[src/rtl/stepmotor_phase_monitor_if.sv]
// Bundle between the phase monitor and its consumer: the sampled coil pattern
// and clear go in, decoded position, direction and status flags come out.
interface stepmotor_phase_monitor_if #(
    parameter int POS_W = 16
);
    logic [3:0]       stepmotor;
    logic             clr;
    logic [POS_W-1:0] position;
    logic [1:0]       dir;
    logic             step_pulse;
    logic             stalled;
    logic             err_skip;
    logic             err_illegal;

    modport master (
        output stepmotor, clr,
        input  position, dir, step_pulse, stalled, err_skip, err_illegal
    );

    modport slave (
        input  stepmotor, clr,
        output position, dir, step_pulse, stalled, err_skip, err_illegal
    );
endinterface

[src/rtl/stepmotor_phase_monitor.sv]
// Decodes the controller's one-hot coil pattern into step events, a signed
// position count, direction, stall detection and sticky skip/illegal flags.
module stepmotor_phase_monitor #(
    parameter int POS_W        = 16,
    parameter int STALL_CYCLES = 8
) (
    input  logic                  clk,
    input  logic                  rst,
    stepmotor_phase_monitor_if.slave bus
);
    localparam int CNT_W = (STALL_CYCLES < 2) ? 1 : $clog2(STALL_CYCLES + 1);
    localparam logic [CNT_W-1:0] STALL_MAX = CNT_W'(STALL_CYCLES);

    logic [1:0]       ref_idx;
    logic             have_ref;
    logic [CNT_W-1:0] idle_cnt;

    logic [POS_W-1:0] position;
    logic [1:0]       dir;
    logic             step_pulse;
    logic             stalled;
    logic             err_skip;
    logic             err_illegal;

    logic             legal;
    logic [1:0]       idx;
    logic [1:0]       delta;
    logic             step_cw;
    logic             step_ccw;
    logic             skip;
    logic [CNT_W-1:0] idle_next;

    always_comb begin
        legal = 1'b1;
        idx   = 2'd0;
        unique case (bus.stepmotor)
            4'b0001: idx = 2'd0;
            4'b0010: idx = 2'd1;
            4'b0100: idx = 2'd2;
            4'b1000: idx = 2'd3;
            default: legal = 1'b0;
        endcase
        // 2-bit subtraction gives the modulo-4 phase distance directly
        delta    = idx - ref_idx;
        step_cw  = legal && have_ref && (delta == 2'd1);
        step_ccw = legal && have_ref && (delta == 2'd3);
        skip     = legal && have_ref && (delta == 2'd2);
        if (step_cw || step_ccw)
            idle_next = '0;
        else if (idle_cnt == STALL_MAX)
            idle_next = idle_cnt;
        else
            idle_next = idle_cnt + CNT_W'(1);
    end

    always_ff @(posedge clk or posedge rst) begin
        if (rst) begin
            ref_idx     <= 2'd0;
            have_ref    <= 1'b0;
            idle_cnt    <= '0;
            position    <= '0;
            dir         <= 2'b00;
            step_pulse  <= 1'b0;
            stalled     <= 1'b0;
            err_skip    <= 1'b0;
            err_illegal <= 1'b0;
        end else begin
            // Reference tracks every legal pattern, even under clr
            if (legal) begin
                ref_idx  <= idx;
                have_ref <= 1'b1;
            end

            step_pulse <= step_cw || step_ccw;
            idle_cnt   <= idle_next;
            stalled    <= (idle_next == STALL_MAX);

            if (step_cw)
                dir <= 2'b01;
            else if (step_ccw)
                dir <= 2'b10;
            else if ((idle_next == STALL_MAX) && !stalled)
                dir <= 2'b00;

            if (bus.clr)
                position <= '0;
            else if (step_cw)
                position <= position + POS_W'(1);
            else if (step_ccw)
                position <= position - POS_W'(1);

            if (bus.clr)
                err_skip <= 1'b0;
            else if (skip)
                err_skip <= 1'b1;

            if (bus.clr)
                err_illegal <= 1'b0;
            else if (!legal)
                err_illegal <= 1'b1;
        end
    end

    assign bus.position    = position;
    assign bus.dir         = dir;
    assign bus.step_pulse  = step_pulse;
    assign bus.stalled     = stalled;
    assign bus.err_skip    = err_skip;
    assign bus.err_illegal = err_illegal;
endmodule

[src/flat_wrapper.sv]
// flat-port wrapper written by rule: the top's interface ports become plain ports
module stepmotor_phase_monitor_flat 
#(
    parameter int POS_W        = 16,
    parameter int STALL_CYCLES = 8
)
  (clk, rst, bus_stepmotor, bus_clr, bus_position, bus_dir, bus_step_pulse, bus_stalled, bus_err_skip, bus_err_illegal);
  stepmotor_phase_monitor_if #(.POS_W(POS_W)) bus_i ();
  input  logic clk;
  input  logic rst;
  input wire logic [$bits(bus_i.stepmotor)-1:0] bus_stepmotor;
  input wire logic [$bits(bus_i.clr)-1:0] bus_clr;
  output wire logic [$bits(bus_i.position)-1:0] bus_position;
  output wire logic [$bits(bus_i.dir)-1:0] bus_dir;
  output wire logic [$bits(bus_i.step_pulse)-1:0] bus_step_pulse;
  output wire logic [$bits(bus_i.stalled)-1:0] bus_stalled;
  output wire logic [$bits(bus_i.err_skip)-1:0] bus_err_skip;
  output wire logic [$bits(bus_i.err_illegal)-1:0] bus_err_illegal;
  assign bus_i.stepmotor = bus_stepmotor;
  assign bus_i.clr = bus_clr;
  assign bus_position = bus_i.position;
  assign bus_dir = bus_i.dir;
  assign bus_step_pulse = bus_i.step_pulse;
  assign bus_stalled = bus_i.stalled;
  assign bus_err_skip = bus_i.err_skip;
  assign bus_err_illegal = bus_i.err_illegal;
  stepmotor_phase_monitor #(.POS_W(POS_W), .STALL_CYCLES(STALL_CYCLES)) u_core (.clk(clk), .rst(rst), .bus(bus_i));
endmodule
[config.mk]
export PLATFORM = sky130hd
export DESIGN_NAME = stepmotor_phase_monitor_flat
export DESIGN_NICKNAME = d
export VERILOG_FILES = /design/src/rtl/stepmotor_phase_monitor_if.sv /design/src/rtl/stepmotor_phase_monitor.sv /design/src/flat_wrapper.sv
export SDC_FILE = /design/constraint.sdc
export NUM_CORES = 1
export LEC_CHECK = 0
export CORE_MARGIN = 2
export CORE_UTILIZATION = 45
export DETAILED_ROUTE_END_ITERATION = 10
export GPL_ROUTABILITY_DRIVEN = 0
export PLACE_DENSITY = 0.68
export SYNTH_ARGS = -nofsm -noshare
export SYNTH_HDL_FRONTEND = slang
export SYNTH_SLANG_ARGS = --single-unit
[constraint.sdc]
create_clock -name clk -period 4.6 [get_ports clk]
set_input_delay 0.46 -clock clk [delete_from_list [all_inputs] [get_ports clk]]
set_output_delay 0.46 -clock clk [all_outputs]
set_load 0.02 [all_outputs]
==> out/metrics.yaml, run 1 <==
period_share: 0.9224
critical_path.cell_chain: "clkdlybuf4s50_1, xnor2_1, or3_1, ha_1, a311o_1, nor2_1, inv_1, ha_1, a21oi_1, o21ai_0, a31o_2, a21oi_1, mux2_2, a31o_2"
drt_iter0_drc: 96
io_buffers: 28
drv_slew: 0
pre_cts_slack_ns: 0.08913
fp.coreArea_mm2: 0.004354
hpwl_mm: 3.231
ios: 29
root_buffer: "clkbuf_8"
synth_top_area_cell: "dfrtp_1"
post_cts_buffers: 0
drc: 0
synthTopCellsByArea: "dfrtp_1 36%, ha_1 12%, a21oi_1 6.1%"
final-setup-viol-count: 0
hold_viol: 0
seq_area_frac_synth: 0.3554
synth_area_mm2: 0.002042
crit_type: "in -> reg"
wl_mm: 4.692
dominantRegCellSynth: "dfrtp_1"
crit_path_end: "u_core.bus.position[12]"
tightestPinTransition_ns: 0.8917
ys_warn_count: 0
synth_edf_count: 0
max-clock-path-buffers: 2
setup_tns_ns: 0
nets: 289
r2r_cells: 11
die_area_mm2: 0.005092
htreeDepth: 2
slowest_stage: "clkdlybuf4s50_1"
multi_input_area_mm2: 0.001242
maxSlewHeadroom: 0.4037
instances_no_fill: 315
viasPerCell: 5.746
area_delta_synth_final_pct: 23.22
final.setup.worst_slack_ns: 0.3571
vias: 1810
min_path_type: "reg -> reg"
fin_worst_skew_ns: 0.001621
wl_per_cell_um: 14.90
grt_max_degree: 30
core.rowCount: 24
grt_pass1_wl_mm: 8.148
cts_tree: "built"
critPathMaxFanout: 14
cts_buffers: 5
fmax_ghz: 0.2357
start_util: 0.4690
overflow: 0
synth_top_cells_by_count: "29 x dfrtp_1, 29 x nand2_1, 25 x a21oi_1"
cts_resized: 0
postSynthCellCount: 229
crit_start: "bus_stepmotor[3]"
reg2reg_slack_ns: 1.17
synth_cell_types: 46
synth_seq_cells: 29
cp-end-kind: "flop"
clk_latency_ns: 0.29
drv_cap: 0
rsz0062_at_grt: "no"
num-fill-cells: 397
die_h_um: 71.36
grt_pass1_vias: 1734
die_x_um: 71.36
path_clk_slew_ns: 0.07
dr.pass1.iters: 4
syn_nets: 256
grt_use_total: 0.2007
status: "complete, no violations"
r2r-start: "u_core.ref_idx[0]"
powerDensity_mw_per_mm2: 542.4
p_leak_nw: 1.134
regArea_um2: 725.7
final_util: 0.5779
postCtsHoldBufs: 0
dp.cells: 307
antenna_cells: 0
rr_endpoint: "u_core.bus.position[12]"
startpoint_type: "input pin"
holdWs_ns: 0.5026
synth_top_area_frac: 0.3554
ys_async_sr_fraction: 1.000
required_ns: 4.78
ir_drop_mv: 0.2274
grt_antenna_before_repair: 0
final.min_clock_period_ns: 4.243
drive_above_1_share: 0.08365
postRouteAntennaNets: 0
cts_sinks: 29
avgSynthCellArea_um2: 8.917
crit_arrival_ns: 4.42
crit_path_max_incr_delay_ns: 0.50
layer usage:
metal	up-vias	track usage	part of all wire
li1	907	-	-
met1	857	0.2860	0.50
met2	39	0.3035	0.44
met3	7	0.05063	0.045
met4	0	0.05660	0.012
met5	-	0	0
registers in the layout (all words and copies together) (netlist names):
| name | flops |
|---|---|
| u_core.ref_idx | 2 |
| u_core.bus.dir | 2 |
| u_core.have_ref | 1 |
| u_core.bus.stalled | 1 |
| u_core.bus.err_skip | 1 |
| u_core.bus.position | 16 |
| u_core.bus.err_illegal | 1 |
| u_core.idle_cnt | 4 |
| u_core.bus.step_pulse | 1 |
critical path, delay by kind of cell:
kind | cells | cell delay [ns]
buf+inv | 2 | 0.80
mux | 1 | 0.36
simple gates | 2 | 0.55
fa+ha+maj | 2 | 0.76
xor+xnor | 1 | 0.16
compound gates | 6 | 1.33
where the power goes:
| group | total (mW) | switching, mW | leakage, nW | internal, mW |
|---|---|---|---|---|
| Clock | 0.321 | 0.106 | 0.0681 | 0.215 |
| Combinational | 0.682 | 0.366 | 0.685 | 0.316 |
| Sequential | 0.362 | 0.0514 | 0.380 | 0.310 |
metrics by stage:
step                      area (um2)  power [mW]
after detailed placement        2382       1.039
final                           2516       1.365
after global routing            2516       1.470
after floorplan                 2042      0.8528
after CTS                       2516       1.369
after global placement          2382       1.033
cell usage in the layout (no fill, tap or decap), types with 2 or more instances in the layout:
cell and n:
nor4_1 2, nand2b_1 4, xnor2_1 8, clkbuf_8 5, nor3_1 4, o21ai_0 7, clkdlybuf4s50_1 28, a211oi_1 3
buf_4 4, and3_1 5, nand3b_1 2, o211ai_1 3, a31oi_1 3, clkinv_2 2, nor3b_1 2, dfrtp_1 29
nand4_1 4, a311oi_1 2, nor2_1 15, ha_1 19, inv_1 9, xor2_1 7, bufinv_16 2, nand2_1 29
a21o_1 5, a31o_2 6, a21oi_1 25, or4_1 2, nand3_1 10
worst min-delay path by stage:
stage | start | end | depth (start not counted)
3_3_place_gp | u_core.have_ref | u_core.have_ref | 2
2_1_floorplan | u_core.have_ref | u_core.have_ref | 2
3_5_place_dp | u_core.have_ref | u_core.have_ref | 2
4_1_cts | u_core.have_ref | u_core.have_ref | 2
6_report | u_core.have_ref | u_core.have_ref | 2
5_1_grt | u_core.have_ref | u_core.have_ref | 2
logic make-up (layout without fill, tap and decap cells):
kind of cell             after synthesis  in the layout  synth area share
AND/OR/NAND/NOR                       83             83            0.2016
AO/OA/AOI/OAI                         64             64            0.2059
flip-flops                            29             29            0.3554
adder cells (fa/ha/maj)               20             20            0.1262
buffers and inverters                 16             50           0.03615
XOR/XNOR                              15             15           0.06434
multiplexers                           2              2           0.01042
layout make-up:
cell class,instances,share of cell area
Clock inverter,3,0.02586
Inverter,10,0.01542
Sequential cell,29,0.2884
Multi-Input combinational cell,184,0.4938
Timing Repair Buffer,32,0.1233
Clock buffer,5,0.02735
Tap cell,52,0.02586
Note: power is estimated with default switching activity, not from simulation.
==> inputs of run 2 (changes only) <==
--- a/config.mk
+++ b/config.mk
@@ -5,11 +5,12 @@
 export SDC_FILE = /design/constraint.sdc
 export NUM_CORES = 1
 export LEC_CHECK = 0
+export CAP_MARGIN = 15
 export CORE_MARGIN = 2
 export CORE_UTILIZATION = 45
 export DETAILED_ROUTE_END_ITERATION = 10
 export GPL_ROUTABILITY_DRIVEN = 0
-export PLACE_DENSITY = 0.68
+export PLACE_DENSITY = 0.66
 export SYNTH_ARGS = -nofsm -noshare
 export SYNTH_HDL_FRONTEND = slang
 export SYNTH_SLANG_ARGS = --single-unit
==> constraint.sdc (replaced) <==
create_clock -name clk -period 5.1 [get_ports clk]
set_input_delay 0.51 -clock clk [delete_from_list [all_inputs] [get_ports clk]]
set_output_delay 0.51 -clock clk [all_outputs]
set_load 0.02 [all_outputs]
==> run 2 against run 1 <==
Against the previous run:
- non-clock buffer count is 1 lower
- flip-flop and latch count stayed put
- sequential share of layout area is 0.25 points higher
- critical path type unchanged
- largest power group unchanged
==> out/metrics.yaml, run 2 (synthesized netlist as in run 1, its figures left out) <==
status: "complete, no violations"  # unchanged
max-clock-path-buffers: 2  # unchanged
min_path_type: "reg -> reg"  # unchanged
overflow: 0  # unchanged
crit_path_end: "u_core.bus.position[15]"  # was u_core.bus.position[12]
ios: 29  # unchanged
fmax_ghz: 0.2285
core.rowCount: 24  # unchanged
ir_drop_mv: 0.1841  # was 0.2274 mV
p_leak_nw: 1.119  # was 1.134 nW
cts_buffers: 5  # unchanged
fin_area_mm2: 0.002495  # was 0.002516 mm2
rsz0062_at_grt: "no"  # unchanged
setup_tns_ns: 0  # unchanged
grt_use_total: 0.1800  # was 0.2007
area_delta_synth_final_pct: 22.18  # was 23.22%
num-fill-cells: 398  # was 397
rr_endpoint: "u_core.bus.position[15]"  # was u_core.bus.position[12]
maxSlewHeadroom: 0.4217  # was 0.4037
antenna_cells: 0  # unchanged
cts_sinks: 29  # unchanged
die_area_mm2: 0.005092  # unchanged
grt_pass1_wl_mm: 7.410  # was 8.148 mm
reg2reg_slack_ns: 1.57  # was 1.17 ns
viasPerCell: 5.717  # was 5.746
root_buffer: "clkbuf_8"  # unchanged
dpl-instance-area_mm2: 0.002375  # was 0.002382 mm2
vias: 1795  # was 1810
grt_max_degree: 30  # unchanged
fp.coreArea_mm2: 0.004354  # unchanged
r2r-start: "u_core.ref_idx[0]"  # unchanged
final.min_clock_period_ns: 4.377
dr.pass1.iters: 4  # unchanged
cts_tree: "built"  # unchanged
hold_viol: 0  # unchanged
largest-register: "u_core.bus.position"  # unchanged
hpwl_mm: 3.102  # was 3.231 mm
crit_start: "bus_stepmotor[3]"  # unchanged
path_clk_slew_ns: 0.07  # about the same
crit_type: "in -> reg"  # unchanged
wl_per_cell_um: 13.96  # was 14.90 um
grt_antenna_before_repair: 0  # unchanged
powerDensity_mw_per_mm2: 474.3  # was 542.4 mW/mm2
wl_mm: 4.383  # was 4.692 mm
comb_power_share: 0.515  # was 0.500
clk_latency_ns: 0.28  # was 0.29 ns
tightestPinTransition_ns: 0.8648  # was 0.8917 ns
die_h_um: 71.36  # unchanged
required_ns: 5.32  # was 4.78 ns
p_sw_frac: 0.3901  # was 0.3837
start_util: 0.4690  # unchanged
cts_resized: 0  # unchanged
drt_iter0_drc: 144  # was 96
critPathMaxFanout: 17  # was 14
p_clk_frac: 0.211  # was 0.235
layout_common_cells: "29 x nand2_1, 29 x dfrtp_1, 28 x clkdlybuf4s50_1"  # unchanged
startpoint_type: "input pin"  # unchanged
final-setup-viol-count: 0  # unchanged
grt_pass1_vias: 1659  # was 1734
drive_above_1_share: 0.08015  # was 0.08365
htreeDepth: 2  # unchanged
post_cts_buffers: 0  # unchanged
nets: 288  # was 289
drc: 0  # unchanged
postRouteAntennaNets: 0  # unchanged
fin_worst_skew_ns: 0.005191  # was 0.001621 ns
cp-end-kind: "flop"  # unchanged
period_share: 0.8582
die_x_um: 71.36  # unchanged
postCtsHoldBufs: 0  # unchanged
drv_cap: 0  # unchanged
r2r_cells: 12  # was 11
drv_slew: 0  # unchanged
largest_registers: "u_core.bus.position (16), u_core.idle_cnt (4)"  # unchanged
crit_arrival_ns: 4.59  # was 4.42 ns
seq_power_share: 0.274  # was 0.265
power.internal_uw: 721.7  # was 841.0 uW
p_switching_uw: 461.7  # was 523.7 uW
largest_reg_flops: 16  # unchanged
io_buffers: 28  # unchanged
[run 2: cell count changes in the layout (fill, tap and decap cells not counted), sizes merged]
cell / previous run / this run
buf: 4 / 3
clkbuf: 5 / 6
bufinv: 2 / 1
clkinvlp: 0 / 1
clkinv: 2 / 1
[run 2: area by class of cell]
cell class / instances / area [um2] / share of cell area
multi-input combinational: 184 / 1242 / 0.4980
sequential: 29 / 725.7 / 0.2909
timing repair buffer: 31 / 302.8 / 0.1214
clock buffer: 6 / 82.58 / 0.03310
tap: 52 / 65.06 / 0.02608
inverter: 10 / 38.79 / 0.01555
clock inverter: 2 / 37.54 / 0.01505
[run 2: stage by stage]
| step | worst slack (ns) | utilization | power [mW] | instances | hold WS (ns) |
|---|---|---|---|---|---|
| 4_1_cts | 0.7460 | 0.5730 | 1.193 | 314 | 0.4908 |
| 6_report | 0.7231 | 0.5730 | 1.183 | 314 | 0.4841 |
| 2_1_floorplan | 1.174 | - | 0.7692 | 229 | 0.4504 |
| 3_5_place_dp | 0.4631 | 0.5454 | 0.9333 | 306 | 0.4756 |
| 3_3_place_gp | 0.5518 | 0.5454 | 0.9308 | 306 | 0.4792 |
| 5_1_grt | 0.4261 | 0.5730 | 1.280 | 314 | 0.5197 |
[run 2: worst max-delay path: stages]
cell	delay [ns]
clkdlybuf4s50_1	0.50
xnor2_1	0.16
or3_1	0.33
ha_1	0.32
a311o_1	0.34
nor2_1	0.24
inv_1	0.36
ha_1	0.46
a21oi_1	0.26
o211ai_1	0.15
a21oi_1	0.15
buf_4	0.15
nor2_1	0.06
or4_1	0.50
nand4_1	0.10
[run 2: worst min path at each step]
| stage | start | to | slack (ns) | cells past startpoint |
|---|---|---|---|---|
| final | u_core.have_ref | u_core.have_ref | 0.48 | 2 |
| after global routing | u_core.have_ref | u_core.have_ref | 0.52 | 2 |
| after CTS | u_core.have_ref | u_core.have_ref | 0.49 | 2 |
| after detailed placement | u_core.have_ref | u_core.have_ref | 0.48 | 2 |
| after global placement | u_core.have_ref | u_core.have_ref | 0.48 | 2 |
| after floorplan | u_core.have_ref | u_core.have_ref | 0.45 | 2 |
[run 2: power groups by stage]
stage | logic, mW | registers [mW] | clock network (mW)
floorplan | 0.412 | 0.358 | 0
finish | 0.609 | 0.324 | 0.250
CTS | 0.610 | 0.324 | 0.259
global placement | 0.603 | 0.328 | 0
detailed placement | 0.605 | 0.328 | 0
global route | 0.680 | 0.330 | 0.270
[run 2: metal layers]
layer  global-route usage  routed length (um)
met5                    0                   0
met4              0.05870                  51
met3              0.03657                 190
met2               0.2788                1928
met1               0.2531                2212
==> inputs of run 3 (changes only) <==
--- a/config.mk
+++ b/config.mk
@@ -6,7 +6,7 @@
 export NUM_CORES = 1
 export LEC_CHECK = 0
 export CAP_MARGIN = 15
-export CORE_MARGIN = 2
+export CORE_MARGIN = 4
 export CORE_UTILIZATION = 45
 export DETAILED_ROUTE_END_ITERATION = 10
 export GPL_ROUTABILITY_DRIVEN = 0
==> run 3 against run 2 <==
Against the previous run:
- critical path depth did not move
- non-clock buffer count stayed put
- sequential power about the same
- highest routed layer unchanged
- hold slack better by 0.0024 ns
- largest power group unchanged
==> out/metrics.yaml, run 3 (synthesized netlist as in run 1, its figures left out) <==
status: "complete, no violations"  # unchanged
area_delta_synth_final_pct: 20.34  # was 22.18%
tightestPinTransition_ns: 0.8553  # was 0.8648 ns
seq_power_share: 0.290  # was 0.274
drive_above_1_share: 0.07634  # was 0.08015
post_cts_buffers: 0  # unchanged
critPathMaxFanout: 17  # unchanged
grt_use_total: 0.1773  # was 0.1800
holdWs_ns: 0.4865  # was 0.4841 ns
postCtsHoldBufs: 0  # unchanged
vias: 1793  # was 1795
cts_sinks: 29  # unchanged
nets: 288  # unchanged
comb_power_share: 0.549  # was 0.515
path_clk_slew_ns: 0.06  # was 0.07 ns
ios: 29  # unchanged
dp.cells: 306  # unchanged
wl_mm: 4.544  # was 4.383 mm
antenna_cells: 0  # unchanged
grt_pass1_wl_mm: 7.762  # was 7.410 mm
io_buffers: 28  # unchanged
hpwl_mm: 3.224  # was 3.102 mm
dr.pass1.iters: 4  # unchanged
root_buffer: "clkbuf_8"  # unchanged
die_area_mm2: 0.005679  # was 0.005092 mm2
dpl-instance-area_mm2: 0.002375  # unchanged
drt_iter0_drc: 79  # was 144
grt.met3_usage: 0.03826  # was 0.03657
start_util: 0.4658  # was 0.4690
viasPerCell: 5.710  # was 5.717
die_h_um: 75.36  # was 71.36 um
hold_viol: 0  # unchanged
p_leak_nw: 1.106  # was 1.119 nW
cts_tree: "built"  # unchanged
p_clk_frac: 0.161  # was 0.211
totalPowerFinal_mw: 1.117  # was 1.183 mW
fp.coreArea_mm2: 0.004384  # was 0.004354 mm2
ir_drop_mv: 0.1628  # was 0.1841 mV
die_x_um: 75.36  # was 71.36 um
crit_arrival_ns: 4.54  # was 4.59 ns
period_share: 0.8490  # was 0.8582
cp-end-kind: "flop"  # unchanged
largest-register: "u_core.bus.position"  # unchanged
cts_resized: 0  # unchanged
fin_area_mm2: 0.002457  # was 0.002495 mm2
p_sw_frac: 0.4109  # was 0.3901
clk_latency_ns: 0.28  # about the same
p_switching_uw: 459.2  # was 461.7 uW
cts_buffers: 5  # unchanged
layout_common_cells: "29 x nand2_1, 29 x dfrtp_1, 28 x clkdlybuf4s50_1"  # unchanged
power.internal_uw: 658.3  # was 721.7 uW
grt_pass1_vias: 1724  # was 1659
drv_cap: 0  # unchanged
met2_usage: 0.2694  # was 0.2788
grt_antenna_before_repair: 0  # unchanged
fmax_ghz: 0.2309  # was 0.2285 GHz
max-clock-path-buffers: 2  # unchanged
crit_type: "in -> reg"  # unchanged
largest_reg_flops: 16  # unchanged
htreeDepth: 2  # unchanged
wl_per_cell_um: 14.47  # was 13.96 um
fin_worst_skew_ns: 0.005426  # was 0.005191 ns
postRouteAntennaNets: 0  # unchanged
grtUsageMet1: 0.2512  # was 0.2531
setup_tns_ns: 0  # unchanged
largest_registers: "u_core.bus.position (16), u_core.idle_cnt (4)"  # unchanged
busiest_layer: "met2"  # unchanged
required_ns: 5.31  # was 5.32 ns
startpoint_type: "input pin"  # unchanged
instances_no_fill: 314  # unchanged
powerDensity_mw_per_mm2: 454.7  # was 474.3 mW/mm2
min_path_type: "reg -> reg"  # unchanged
maxSlewHeadroom: 0.4280  # was 0.4217
core.rowCount: 24  # unchanged
drv_slew: 0  # unchanged
final.min_clock_period_ns: 4.330  # was 4.377 ns
overflow: 0  # unchanged
grt_max_degree: 30  # unchanged
drc: 0  # unchanged
final-setup-viol-count: 0  # unchanged
rsz0062_at_grt: "no"  # unchanged
## run 3: worst max-delay path, stage by stage
cell and delay (ns):
clkdlybuf4s50_1 0.50, xnor2_1 0.16, or3_1 0.33, ha_1 0.32, a311o_1 0.34, nor2_1 0.21
inv_1 0.34, ha_1 0.46, a21oi_1 0.26, o211ai_1 0.15, a21oi_1 0.15, buf_4 0.15
nor2_1 0.06, or4_1 0.49, nand4_1 0.11
## run 3: layout make-up
cell class / instances / area, um2
well taps: 52 / 65.06
fillers: 400 / 1927
flip-flops and latches: 29 / 725.7
inverters: 10 / 38.79
clock buffers: 6 / 72.57
multi-input cells: 184 / 1242
repair buffers: 31 / 302.8
clock inverters: 2 / 10.01
## run 3: through the flow
step | util | setup slack (ns)
2_1_floorplan | - | 1.174
4_1_cts | 0.5605 | 0.7598
3_5_place_dp | 0.5417 | 0.4817
6_report | 0.5605 | 0.7699
3_3_place_gp | 0.5417 | 0.5112
5_1_grt | 0.5605 | 0.4384
## run 3: path summary, 6_finish.rpt
kind | startpoint | to | slack, ns | cells past startpoint
hold reg to reg | u_core.have_ref | u_core.have_ref | 0.49 | 2
setup / recovery | bus_stepmotor[3] | u_core.bus.position[15] | 0.77 | 15
hold / removal | u_core.have_ref | u_core.have_ref | 0.49 | 2
setup reg to reg | u_core.ref_idx[0] | u_core.bus.position[15] | 1.63 | 12
min in group asynchronous | rst | u_core.ref_idx[0] | 0.60 | 3
max in group asynchronous | rst | u_core.bus.position[9] | 4.22 | 3
## run 3: power groups by stage
stage,clock (mW),sequential (mW),combinational [mW]
2_1_floorplan,0,0.358,0.412
3_3_place_gp,0,0.327,0.603
3_5_place_dp,0,0.328,0.607
4_1_cts,0.192,0.324,0.611
5_1_grt,0.199,0.332,0.687
6_report,0.180,0.324,0.613
## run 3: layer usage
metal  routed length [um]  vias to the layer above
met5                    0                        -
met1                 2316                      841
met4                   74                        0
met3                  208                        9
met2                 1945                       42
li1                     -                      901
